File: src/rtl/chip8_alu_seq.sv
// chip8_alu_seq
// Registered CHIP-8 ALU. It executes the 8XYn arithmetic/logic operations in
// one cycle, and the FX33 binary-to-BCD conversion as a WIDTH-cycle
// double-dabble sequence.
//
// Ports:
//   clk      rising-edge clock
//   reset_n  synchronous active-low reset
//   start    request; accepted on an edge where start=1 and ready=1
//   op       operation code, sampled at acceptance
//   x, y     operands VX / VY, sampled at acceptance
//   ready    high when idle and able to accept a request
//   done     one-cycle pulse; result/flag/bcd are valid from this cycle
//   result   registered result
//   flag     registered VF value
//   bcd      registered BCD of x (digit 0 in bits [3:0]); updated only by op 8
module chip8_alu_seq #(
  parameter int WIDTH  = 8,
  parameter int DIGITS = 3
) (
  input  logic                  clk,
  input  logic                  reset_n,
  input  logic                  start,
  input  logic [3:0]            op,
  input  logic [WIDTH-1:0]      x,
  input  logic [WIDTH-1:0]      y,
  output logic                  ready,
  output logic                  done,
  output logic [WIDTH-1:0]      result,
  output logic                  flag,
  output logic [4*DIGITS-1:0]   bcd
);

  localparam int BW = 4 * DIGITS;
  localparam int SW = BW + WIDTH;
  localparam int CW = $clog2(WIDTH + 1);

  typedef enum logic [0:0] {
    ST_IDLE = 1'b0,
    ST_RUN  = 1'b1
  } state_t;

  state_t            state_q, state_d;
  logic              ready_q, ready_d;
  logic              done_q, done_d;
  logic [WIDTH-1:0]  result_q, result_d;
  logic              flag_q, flag_d;
  logic [BW-1:0]     bcd_q, bcd_d;
  logic [SW-1:0]     sr_q, sr_d;
  logic [CW-1:0]     count_q, count_d;
  logic [WIDTH-1:0]  x_q, x_d;

  logic [WIDTH:0]    sum_s;
  logic [WIDTH:0]    diff_xy_s;
  logic [WIDTH:0]    diff_yx_s;
  logic [WIDTH-1:0]  alu_result_s;
  logic              alu_flag_s;
  logic [SW-1:0]     sr_shift_s;

  // Double-dabble correction: every BCD nibble >= 5 gets +3 before the shift.
  function automatic logic [BW-1:0] dabble_adjust(input logic [BW-1:0] d);
    logic [BW-1:0] r;
    r = d;
    for (int i = 0; i < DIGITS; i++) begin
      if (r[4*i +: 4] >= 4'd5) begin
        r[4*i +: 4] = r[4*i +: 4] + 4'd3;
      end else begin
        r[4*i +: 4] = r[4*i +: 4];
      end
    end
    return r;
  endfunction

  // Single-cycle 8XYn datapath; the extra top bit of each sum/difference is the carry/borrow.
  always_comb begin
    sum_s        = {1'b0, x} + {1'b0, y};
    diff_xy_s    = {1'b0, x} - {1'b0, y};
    diff_yx_s    = {1'b0, y} - {1'b0, x};
    alu_result_s = x;
    alu_flag_s   = 1'b0;
    case (op)
      4'h0: alu_result_s = y;
      4'h1: alu_result_s = x | y;
      4'h2: alu_result_s = x & y;
      4'h3: alu_result_s = x ^ y;
      4'h4: begin
        alu_result_s = sum_s[WIDTH-1:0];
        alu_flag_s   = sum_s[WIDTH];
      end
      4'h5: begin
        alu_result_s = diff_xy_s[WIDTH-1:0];
        alu_flag_s   = ~diff_xy_s[WIDTH];
      end
      4'h6: begin
        alu_result_s = {1'b0, x[WIDTH-1:1]};
        alu_flag_s   = x[0];
      end
      4'h7: begin
        alu_result_s = diff_yx_s[WIDTH-1:0];
        alu_flag_s   = ~diff_yx_s[WIDTH];
      end
      4'hE: begin
        alu_result_s = {x[WIDTH-2:0], 1'b0};
        alu_flag_s   = x[WIDTH-1];
      end
      default: begin
        alu_result_s = x;
        alu_flag_s   = 1'b0;
      end
    endcase
  end

  // One double-dabble step on the {bcd, bin} shift register.
  always_comb begin
    sr_shift_s = {dabble_adjust(sr_q[SW-1:WIDTH]), sr_q[WIDTH-1:0]} << 1;
  end

  // Next-state logic for the IDLE/RUN sequencer and all registered outputs.
  always_comb begin
    state_d  = state_q;
    ready_d  = ready_q;
    done_d   = 1'b0;
    result_d = result_q;
    flag_d   = flag_q;
    bcd_d    = bcd_q;
    sr_d     = sr_q;
    count_d  = count_q;
    x_d      = x_q;
    case (state_q)
      ST_IDLE: begin
        ready_d = 1'b1;
        if (start) begin
          if (op == 4'h8) begin
            sr_d    = {{BW{1'b0}}, x};
            x_d     = x;
            count_d = CW'(WIDTH);
            state_d = ST_RUN;
            ready_d = 1'b0;
          end else begin
            result_d = alu_result_s;
            flag_d   = alu_flag_s;
            done_d   = 1'b1;
          end
        end else begin
          state_d = ST_IDLE;
        end
      end
      ST_RUN: begin
        sr_d    = sr_shift_s;
        count_d = count_q - CW'(1);
        // Last shift: the conversion result is taken straight from the shifted value.
        if (count_q == CW'(1)) begin
          bcd_d    = sr_shift_s[SW-1:WIDTH];
          result_d = x_q;
          flag_d   = 1'b0;
          done_d   = 1'b1;
          state_d  = ST_IDLE;
          ready_d  = 1'b1;
        end else begin
          ready_d  = 1'b0;
        end
      end
      default: begin
        state_d = ST_IDLE;
        ready_d = 1'b1;
      end
    endcase
  end

  // State and output registers with synchronous active-low reset.
  always_ff @(posedge clk) begin
    if (!reset_n) begin
      state_q  <= ST_IDLE;
      ready_q  <= 1'b1;
      done_q   <= 1'b0;
      result_q <= {WIDTH{1'b0}};
      flag_q   <= 1'b0;
      bcd_q    <= {BW{1'b0}};
      sr_q     <= {SW{1'b0}};
      count_q  <= {CW{1'b0}};
      x_q      <= {WIDTH{1'b0}};
    end else begin
      state_q  <= state_d;
      ready_q  <= ready_d;
      done_q   <= done_d;
      result_q <= result_d;
      flag_q   <= flag_d;
      bcd_q    <= bcd_d;
      sr_q     <= sr_d;
      count_q  <= count_d;
      x_q      <= x_d;
    end
  end

  assign ready  = ready_q;
  assign done   = done_q;
  assign result = result_q;
  assign flag   = flag_q;
  assign bcd    = bcd_q;

endmodule

File: config.mk
export PLATFORM = sky130hd
export DESIGN_NAME = chip8_alu_seq
export DESIGN_NICKNAME = d
export VERILOG_FILES = /design/src/rtl/chip8_alu_seq.sv
export SDC_FILE = /design/constraint.sdc
export NUM_CORES = 1
export LEC_CHECK = 0
export ABC_CLOCK_PERIOD_IN_PS = 1900
export CAP_MARGIN = 25
export CORE_MARGIN = 2
export CORE_UTILIZATION = 57
export CTS_CLUSTER_SIZE = 16
export DETAILED_ROUTE_END_ITERATION = 10
export DONT_BUFFER_PORTS = 1
export GPL_ROUTABILITY_DRIVEN = 0
export HOLD_SLACK_MARGIN = 0.15
export PLACE_DENSITY = 0.81
export SLEW_MARGIN = 0
export SYNTH_ARGS = -nofsm -noshare
export SYNTH_HDL_FRONTEND = slang
export SYNTH_SLANG_ARGS = --single-unit
export TNS_END_PERCENT = 1
File: constraint.sdc
create_clock -name clk -period 1.9 [get_ports clk]
set_input_delay 0.19 -clock clk [delete_from_list [all_inputs] [get_ports clk]]
set_output_delay 0.19 -clock clk [all_outputs]
set_load 0.02 [all_outputs]
==> results of run 1 <==
where the power goes:
part	internal (mW)	leakage (nW)	total, mW	switching [mW]
logic	0.327	1.55	0.698	0.371
registers	1.20	0.455	1.26	0.0509
clock network	0.399	0.0558	0.799	0.400
total	1.93	2.06	2.75	0.822
critical path, delay by kind of cell, from the launching register on:
family | cells | cell delay [ns]
AND/OR/NAND/NOR | 2 | 0.52
AO/OA/AOI/OAI | 3 | 0.41
flip-flops | 1 | 0.36
buffers and inverters | 2 | 0.24
adder cells (fa/ha/maj) | 1 | 0.19
cell families (layout without fill, tap and decap cells):
logic type / Yosys count / after routing
compound gates: 173 / 173
xor+xnor: 13 / 13
fa+ha+maj: 45 / 45
buf+inv: 74 / 112
flops: 56 / 56
mux: 14 / 14
simple gates: 171 / 171
layer usage:
metal  global-route usage [%]  share of wire, %
met1                     39.9                40
met2                     51.9                45
met3                     7.76                10
met4                     13.1               4.7
met5                        0                 0
registers in the layout (all words and copies together), names as in the netlist:
signal and cells:
sr_q 20, state_q 1, count_q 4, bcd 12, result 8, x_q 8, ready 1, flag 1
done 1
worst min-delay path by stage:
| stage | end | slack (ns) | depth (start not counted) |
|---|---|---|---|
| 6_report | result[0]$_SDFFE_PN0P_ | 0.16 | 3 |
| 5_1_grt | result[0]$_SDFFE_PN0P_ | 0.19 | 3 |
| 4_1_cts | result[0]$_SDFFE_PN0P_ | 0.16 | 3 |
| 3_5_place_dp | ready$_SDFF_PN1_ | 0.30 | 1 |
| 3_3_place_gp | ready$_SDFF_PN1_ | 0.30 | 1 |
| 2_1_floorplan | x_q[1]$_SDFFE_PN0P_ | 0.34 | 2 |
placed cells by master (no fill, tap or decap), types with 11 or more instances in the layout:
| master | n |
|---|---|
| buf_4 | 53 |
| o21ai_0 | 22 |
| nor3_1 | 13 |
| nand3_1 | 19 |
| ha_1 | 42 |
| mux2i_1 | 11 |
| dlygate4sd3_1 | 13 |
| nand2_1 | 53 |
| inv_1 | 35 |
| a21oi_1 | 59 |
| dfxtp_1 | 55 |
| nor2_1 | 37 |
| xnor2_1 | 13 |
| o211ai_1 | 15 |
what timing repair did:
action,4_1_cts,5_1_grt
hold buffers,13,0
hold endpoints to repair,26,0
gates resized for setup,0,4
endpoints found under the setup margin,0,3
cell type report:
| cell class | count | area [µm²] |
|---|---|---|
| Timing Repair Buffer | 66 | 528 |
| Clock inverter | 2 | 38.8 |
| Sequential cell | 56 | 1120 |
| Tap cell | 99 | 124 |
| Multi-Input combinational cell | 416 | 2870 |
| Inverter | 38 | 144 |
| Clock buffer | 6 | 72.6 |
| Fill cell | 613 | 2360 |
through the flow:
step	cell area, µm²	hold WS [ns]	cells
floorplan	4280	0.337	546
global placement	4640	0.302	662
detailed placement	4640	0.299	662
CTS	4880	0.156	683
global route	4890	0.193	683
finish	4890	0.164	683
==> metrics.cfg, run 1 <==
[worst_setup_path]
end_kind = flop
timing.rr.end = result[3]$_SDFFE_PN0P_
worstSetupEndpoint = result[3]$_SDFFE_PN0P_
cp-start-kind = flop
critical_path.startpoint = count_q[1]$_SDFFE_PN0P_
slowest_stage = dfxtp_2
path_max_fanout = 10
cp.required_ns = 2.15
critPathArrivalTime_ns = 2.04
r2r_slack_ns = 0.11
max_stage_delay_ns = 0.36
crit_chain = inv_1, ha_1, and3_1, or2_2, buf_4, o21ai_0, o211ai_1, a21oi_1
critPathKind = reg -> reg
worstRegToRegCells = 8
reg2reg_from = count_q[1]$_SDFFE_PN0P_

[clock_network]
insertion_delay_ns = 0.32
numClockSinks = 56
cts_tree = done
clkSlewWorstSetupHoldPaths_ns = 0.10
cts_root_buffer = clkbuf_8
numCtsBuffers = 5
cts_buffer_depth = 2
post-cts-setup-buffer-count = 0
htreeDepth = 2

[synth]
synth.distinct_cells = 57
synth_nets = 614
synthMuxAreaShare_pct = 3.64
yosysTopAreaCellShare_pct = 26.3
syn_inst = 546
synth_warnings = 0
yosysSeqAreaShare_pct = 26.3
syn_area_um2 = 4260
yosysMostFrequentCell = a21oi_1
synth-simple-area-share_pct = 19.9
synth_compound_area_share_pct = 26.8
async_reset_ff_share_pct = 0
synth_top_family_by_area = compound AO/OA/AOI/OAI gates
synth_edf_count = 0
synthTopCellsByArea = dfxtp_1 (26%), ha_1 (12%), a21oi_1 (6.9%), nand2_1 (4.7%), nor2_1 (3.3%)
synthAdderAreaFrac_pct = 13.7
ys.flop_type = dfxtp_1
synth_area_leader_cell = dfxtp_1
synth-seq-cells = 56
synth_common_cells = a21oi_1 (59), dfxtp_1 (56), nand2_1 (53)
syn_avg_cell_area_um2 = 7.80
synth_xor_area_share_pct = 2.67

[timing]
fin_setup_tns_ns = 0
setup_violations = 0
min_period_over_period_pct = 94.0
slew_headroom_pct = 53.1
timing.fmax_mhz = 560
worstMarginPinSlew_ns = 0.701
layout_min_cycle_time_ns = 1.79
clock_skew_ns = 0.00882
finalHoldViolCount = 0
slew_violations = 0
rsz0062_at_grt = false
layout_setup_ws_ns = 0.113

[final_layout]
final_core_util_pct = 67.5
diodes = 0
syn_to_final_growth_pct = 14.9
nets = 651
drive_above_1_share_pct = 12.8

[route]
drtIter0Drc = 501
antenna_left = 0
drt_pass1_iterations = 6
via_count = 4417
drc = 0
routedWlPerCell_um = 18.9
drt-total-wl_um = 12900
via_per_inst = 6.47

[min_path]
hold_path.startpoint = op[3]
min_path_type = in -> reg

[global_routing]
grt_pass1_vias = 4228
grt_max_degree = 39
grt_overflow = 0
grtUsageTotal_pct = 31.7
antenna_found_initial = 0
grt_pass1_wl_um = 21000

[power_and_ir_drop]
max-vdd-ir-drop_mv = 0.540
power.leakage_nw = 2.06
power_mw = 2.75
powerDensity_nw_per_um2 = 562

[placed_design]
dp_hpwl_um = 8990
place_ws_ns = -0.311
placement.io_buffers = 0

[die]
num_rows = 31
start_util_pct = 58.7
die_x_um = 90.5
die_area_um2 = 8180
core_area_um2 = 7250
dieHeight_um = 90.5
top_level_ports = 46

[job]
drv_cap = 0

[run_status]
outcome = completed

Note: power is estimated with default switching activity, not from simulation.
==> run 2, diff against run 1 <==
- ABC_AREA: not set -> 1
- TNS_END_PERCENT: 1 -> 100
==> run 2 against run 1 <==
Final cell count increased by 11%. Non-clock buffer count decreased by 42. Via count decreased by 3.4%. Die area decreased by 2.1%. Synthesized cell count increased by 18%. Count of clock-buffer cells in the layout decreased by 1. Register-to-register slack improved by 0.14 ns. Critical path depth unchanged. Routed wire length decreased by 13%. Cell area decreased by 7.9%. Clock skew about the same. Sequential power about the same. Largest cell class unchanged. Highest routed layer unchanged.
==> metrics.cfg, run 2 <==
[final_layout]
nets = 724  ; +11%
largest_register_ffs = 20  ; unchanged
drive_above_1_share_pct = 6.10  ; -6.7 points
final_common_cell = nand2_1
fillCellCount = 652  ; +6.4%
largest-register = sr_q
final_core_util_pct = 62.8  ; -4.7 points
layout_common_cells = nand2_1 (152), inv_1 (84), nor2_1 (77)
postLayoutCellArea_um2 = 4510  ; -7.9%
syn_to_final_growth_pct = 8.17
layoutNonFillerInstCount = 755  ; +11%
diodes = 0  ; unchanged

[synth]
synthTopCellsByArea = dfxtp_1 (27%), nand2_1 (14%), ha_1 (13%), a21oi_1 (8.4%), inv_1 (7.6%)
ys.flop_type = dfxtp_1
syn_area_um2 = 4170  ; -2.2%
synth_nets = 713  ; +16%
synth-seq-cells = 56  ; unchanged
synth_edf_count = 0  ; unchanged
yosysMostFrequentCell = nand2_1
syn_avg_cell_area_um2 = 6.46  ; -17%
synth_area_leader_cell = dfxtp_1
yosysTopAreaCellShare_pct = 26.9  ; +0.59 points
syn_inst = 645  ; +18%
synth.distinct_cells = 39  ; -32%
synth_warnings = 0  ; unchanged
synth_common_cells = nand2_1 (152), inv_1 (84), nor2_1 (77)
yosysSeqAreaShare_pct = 26.9  ; +0.59 points
async_reset_ff_share_pct = 0  ; unchanged

[route]
routedWlPerCell_um = 14.9  ; -21%
drtIter0Drc = 563  ; +12%
via_per_inst = 5.65  ; -13%
drt-total-wl_um = 11200  ; -13%
antenna_left = 0  ; unchanged
drt_pass1_iterations = 5  ; -1
drc = 0  ; unchanged
via_count = 4266  ; -3.4%

[worst_setup_path]
slowest_stage = dfxtp_1
critPathKind = reg -> reg
cp-start-kind = flop
critPathArrivalTime_ns = 1.85  ; -0.19 ns
worst_path_most_repeated_cell = inv_1
path_buf_inv = 3  ; +1
path_max_fanout = 10  ; unchanged
cp.required_ns = 2.10  ; -0.05 ns
max_stage_delay_ns = 0.35  ; about the same
crit_family = compound AO/OA/AOI/OAI gates
crit_chain = inv_1, ha_1, nand4_1, inv_1, a21oi_4, inv_1, o21ai_0, a21oi_1
end_kind = flop

[timing]
layout_min_cycle_time_ns = 1.65  ; -0.135 ns
finalHoldViolCount = 0  ; unchanged
slew_headroom_pct = 58.0  ; +4.8 points
timing.fmax_mhz = 606  ; +8.2%
min_period_over_period_pct = 86.9  ; -7.1 points
setup_violations = 0  ; unchanged
slew_violations = 0  ; unchanged
rsz0062_at_grt = false
worstMarginPinSlew_ns = 0.631  ; -0.0700 ns
clock_skew_ns = 0.00863  ; -0.000186 ns

[die]
dieHeight_um = 89.5  ; -1.1%
start_util_pct = 58.1  ; -0.67 points
core_area_um2 = 7180  ; -1.1%
top_level_ports = 46  ; unchanged
die_area_um2 = 8010  ; -2.1%
die_x_um = 89.5  ; -1.1%
num_rows = 31  ; unchanged

[global_routing]
grt_pass1_vias = 3722  ; -12%
antenna_found_initial = 0  ; unchanged
grtUsageTotal_pct = 28.8  ; -2.9 points
grt_overflow = 0  ; unchanged
grt_max_degree = 24  ; -38%
grt_pass1_wl_um = 18000  ; -14%

[clock_network]
numCtsBuffers = 5  ; unchanged
clkSlewWorstSetupHoldPaths_ns = 0.10  ; about the same
cts_buffer_depth = 2  ; unchanged
insertion_delay_ns = 0.31  ; about the same
numClockSinks = 56  ; unchanged
cts_root_buffer = clkbuf_8
htreeDepth = 2  ; unchanged
post-cts-setup-buffer-count = 0  ; unchanged
cts_tree = done

[power_and_ir_drop]
power.leakage_nw = 2.16  ; +5.1%
powerDensity_nw_per_um2 = 599  ; +6.4%
max-vdd-ir-drop_mv = 0.411  ; -24%

[placed_design]
placement.io_buffers = 0  ; unchanged
placed_area_um2 = 4330  ; -6.8%
place_inst = 743  ; +12%
dp_hpwl_um = 8440  ; -6.2%

[job]
drv_cap = 0  ; unchanged

[min_path]
min_path_type = in -> reg

[run_status]
outcome = completed

run 2: cell count changes after synthesis, moves of 11 or more:
| cell | before | now |
|---|---|---|
| nor2b_1 | 11 | 0 |
| mux2i_1 | 11 | 0 |
| xnor2_1 | 13 | 1 |
| nand2_1 | 53 | 152 |
| o211ai_1 | 15 | 4 |
| inv_1 | 36 | 84 |
| a21oi_1 | 59 | 70 |
| o21ai_0 | 22 | 40 |
| nor2_1 | 37 | 77 |
| nand3_1 | 19 | 40 |
run 2: layout make-up:
class | count | area (µm²) | share of cell area, %
Clock buffer | 5 | 68.8 | 1.53
Clock inverter | 2 | 60.1 | 1.33
Inverter | 90 | 338 | 7.50
Multi-Input combinational cell | 479 | 2600 | 57.7
Sequential cell | 56 | 1120 | 24.9
Tap cell | 99 | 124 | 2.75
Timing Repair Buffer | 24 | 195 | 4.33
run 2: final timing paths:
| kind | start | to | slack, ns | depth (start not counted) |
|---|---|---|---|---|
| worst min-delay path | start | count_q[0]$_SDFFE_PN0P_ | 0.17 | 3 |
| worst max-delay path | count_q[1]$_SDFFE_PN0P_ | result[3]$_SDFFE_PN0P_ | 0.25 | 8 |
| worst max register to register | count_q[1]$_SDFFE_PN0P_ | result[3]$_SDFFE_PN0P_ | 0.25 | 8 |
| worst min register to register | sr_q[19]$_SDFFE_PN0P_ | sr_q[19]$_SDFFE_PN0P_ | 0.47 | 2 |
run 2: per-stage QoR:
stage                     TNS (ns)  power (mW)  hold WS (ns)  setup WS (ns)
after global placement           0        1.78         0.332         0.0123
after floorplan                  0        1.65         0.328          0.173
after global routing             0        2.81         0.209          0.104
final                            0        2.70         0.169          0.249
after detailed placement   -0.0101        1.79         0.336        -0.0101
after CTS                        0        2.69         0.157        0.00217
run 2: kinds of logic after synthesis:
group / share of synthesized area, %
and+or+nand+nor: 29.4
DFF: 26.9
buffers and inverters: 10.7
adders and majority gates: 14.1
AOI/OAI and AO/OA: 17.4
xor gates and xnor gates: 1.47
run 2: where the power goes:
part	internal (mW)	switching [mW]	leakage [nW]	total, mW
Sequential	1.20	0.0418	0.453	1.24
Clock	0.519	0.380	0.0642	0.899
Combinational	0.199	0.360	1.65	0.559
run 2: what timing repair did:
item | 4_1_cts | 5_1_grt
endpoints found under the setup margin | 0 | 13
gates resized for setup | 0 | 1
hold endpoints to repair | 27 | 0
hold buffers | 5 | 0
run 2: per-layer routing:
layer	vias to the layer above	global-route usage (%)	share of wire [%]
met2	269	44.0	43
met3	35	6.00	12
li1	2094	-	-
met5	-	0	0
met4	0	7.73	2.9
met1	1868	41.2	42
run 2: worst reg2reg max path, cell delays in order (launching register included):
cell	delay [ns]
dfxtp_1	0.35
inv_1	0.07
ha_1	0.19
nand4_1	0.12
inv_1	0.10
a21oi_4	0.27
inv_1	0.16
o21ai_0	0.22
a21oi_1	0.06
==> run 3, diff against run 2 <==
- ABC_CLOCK_PERIOD_IN_PS: 1900 -> 1500
- CORE_MARGIN: 2 -> not set
- clock period: 1.9 -> 1.5 ns (I/O delays scaled with it)
==> run 3 against run 2 <==
Sequential power grew 27%. Via count up 7.1%. Cell area increased by 11%. Maximum frequency rose by 12%. Register-to-register slack got worse by 0.22 ns. First-iteration DRC count fell by 30%. Sequential share of layout area down 2.1 points. Die area is 4.4% lower. Utilization up 9.0 points. Routed wire length is 6.6% higher. Hold slack worse by 0.0025 ns. Sequential cell count did not move.
==> metrics.cfg, run 3 (synthesis gave the netlist of run 2 again) <==
[route]
via_per_inst = 5.81  ; +2.9%
antenna_left = 0  ; unchanged
routedWlPerCell_um = 15.2  ; +2.4%
drt_pass1_iterations = 5  ; unchanged
via_count = 4569  ; +7.1%
drtIter0Drc = 393  ; -30%
drc = 0  ; unchanged
drt-total-wl_um = 12000  ; +6.6%

[timing]
fin_setup_tns_ns = 0  ; unchanged
timing.fmax_mhz = 678  ; +12%
layout_min_cycle_time_ns = 1.47  ; -0.177 ns
min_period_over_period_pct = 98.3  ; +11 points
slew_violations = 0  ; unchanged
slew_headroom_pct = 59.6  ; +1.7 points
finalHoldViolCount = 0  ; unchanged
worstMarginPinSlew_ns = 0.603  ; -0.0271 ns
layout_setup_ws_ns = 0.0260  ; -0.223 ns
clock_skew_ns = 0.00772  ; -0.000911 ns
setup_violations = 0  ; unchanged

[worst_setup_path]
cp.required_ns = 1.74  ; -0.36 ns
cp-start-kind = flop
critPathArrivalTime_ns = 1.71  ; -0.14 ns
max_stage_delay_ns = 0.39  ; +0.04 ns
path_buf_inv = 2  ; -1
end_kind = flop
slowest_stage = dfxtp_2
critPathKind = reg -> reg
crit_family = flip-flops
path_max_fanout = 5  ; -5
crit_chain = inv_1, ha_1, inv_1, o21ai_1, nand2_1, xor2_1, nand2_1, a21oi_1

[placed_design]
dp_hpwl_um = 9220  ; +9.2%
place_inst = 771  ; +3.8%
placement.io_buffers = 0  ; unchanged
place_ws_ns = -0.207  ; -0.196 ns

[final_layout]
largest_register_ffs = 20  ; unchanged
syn_to_final_growth_pct = 19.7
largest-register = sr_q
nets = 757  ; +4.6%
layout_common_cells = nand2_1 (147), nor2_1 (73), inv_1 (68)
final_common_cell = nand2_1
diodes = 0  ; unchanged
layoutNonFillerInstCount = 786  ; +4.1%
final_core_util_pct = 71.8  ; +9.0 points
drive_above_1_share_pct = 19.1  ; +13 points

[power_and_ir_drop]
clkPwrFrac_pct = 25.6  ; -7.7 points
comb_power_share_pct = 26.9  ; +6.2 points
max-vdd-ir-drop_mv = 0.532  ; +30%
seqPwrFrac_pct = 47.5  ; +1.5 points
p_sw_share_pct = 31.7  ; +2.8 points
p_int_mw = 2.25  ; +17%
power.leakage_nw = 2.32  ; +7.1%
powerDensity_nw_per_um2 = 662  ; +11%
switchingPower_mw = 1.05  ; +34%

[die]
start_util_pct = 60.0  ; +1.9 points
top_level_ports = 46  ; unchanged
core_area_um2 = 6940  ; -3.2%
dieHeight_um = 87.5  ; -2.2%
die_x_um = 87.5  ; -2.2%
die_area_um2 = 7660  ; -4.4%
num_rows = 30  ; -3.2%

[global_routing]
grt_max_degree = 29  ; +21%
grt_overflow = 0  ; unchanged
grt_pass1_vias = 4143  ; +11%
antenna_found_initial = 0  ; unchanged
grt_pass1_wl_um = 18700  ; +4.3%
grtUsageTotal_pct = 31.4  ; +2.6 points

[job]
drv_cap = 0  ; unchanged

[clock_network]
cts_buffer_depth = 2  ; unchanged
cts_tree = done
numClockSinks = 56  ; unchanged
cts_root_buffer = clkbuf_8
clkSlewWorstSetupHoldPaths_ns = 0.10  ; about the same
insertion_delay_ns = 0.31  ; about the same
htreeDepth = 2  ; unchanged
numCtsBuffers = 5  ; unchanged

[run_status]
outcome = completed

[min_path]
min_path_type = in -> reg

==> run 3: cell types whose count changed in the layout (fill, tap and decap cells not counted), moves of 5 or more <==
| cell | before | now |
|---|---|---|
| nand3_1 | 40 | 35 |
| a21oi_1 | 70 | 65 |
| inv_2 | 5 | 18 |
| o21ai_1 | 0 | 6 |
| ha_1 | 42 | 33 |
| inv_1 | 84 | 68 |
| ha_4 | 0 | 7 |
| a21oi_2 | 1 | 6 |
| dfxtp_1 | 56 | 50 |
| nand2_1 | 152 | 147 |
| nand2_2 | 1 | 6 |
| buf_4 | 19 | 49 |
| o21ai_0 | 40 | 32 |
==> run 3: path summary, 6_finish.rpt <==
kind / from / slack, ns / cells after the start / end
worst max-delay path: sr_q[12]$_SDFFE_PN0P_ / 0.03 / 8 / sr_q[13]$_SDFFE_PN0P_
worst min-delay path: x[2] / 0.17 / 4 / result[2]$_SDFFE_PN0P_
worst max register to register: sr_q[12]$_SDFFE_PN0P_ / 0.03 / 8 / sr_q[13]$_SDFFE_PN0P_
worst min register to register: sr_q[19]$_SDFFE_PN0P_ / 0.47 / 2 / sr_q[19]$_SDFFE_PN0P_
==> run 3: layer usage <==
metal  vias up  share of wire (%)  global-route usage, %
met2       287                 44                   48.9
met3        44                 11                   8.25
met5         -                  0                      0
li1       2158                  -                      -
met4         0                3.6                   11.8
met1      2080                 42                   41.6
==> run 3: tightest hold or removal path: cells and delay by family <==
kind	cells	cell delay, ns
AO/OA/AOI/OAI	2	0.17
AND/OR/NAND/NOR	2	0.11
==> run 3: timing repair <==
action	4_1_cts	5_1_grt
pin swaps	0	4
resized for setup	7	26
endpoints found under the hold margin	23	0
cloned	0	0
setup endpoints to repair	7	23
hold buffers	6	0
buffers inserted	0	1
==> run 3: metrics by stage <==
step           cell area, µm²  power [mW]  hold WS (ns)
3_3_place_gp             4740        2.40         0.293
6_report                 4990        3.30         0.167
3_5_place_dp             4740        2.42         0.298
4_1_cts                  4900        3.28         0.157
2_1_floorplan            4370        2.17         0.288
5_1_grt                  4990        3.45         0.208
==> run 3: layout make-up <==
class                           instances  area, µm²
Inverter                               90        355
Fill cell                             565       1960
Sequential cell                        56       1130
Clock buffer                            6       82.6
Tap cell                               96        120
Clock inverter                          2       10.0
Multi-Input combinational cell        479       2830
Timing Repair Buffer                   57        459
==> run 3: power groups by stage <==
stage               Clock [mW]  Sequential [mW]  Combinational, mW
detailed placement           0             1.60              0.820
floorplan                    0             1.60              0.579
finish                   0.846             1.57              0.887
CTS                      0.861             1.57              0.850
global placement             0             1.60              0.795
global route             0.913             1.57              0.963
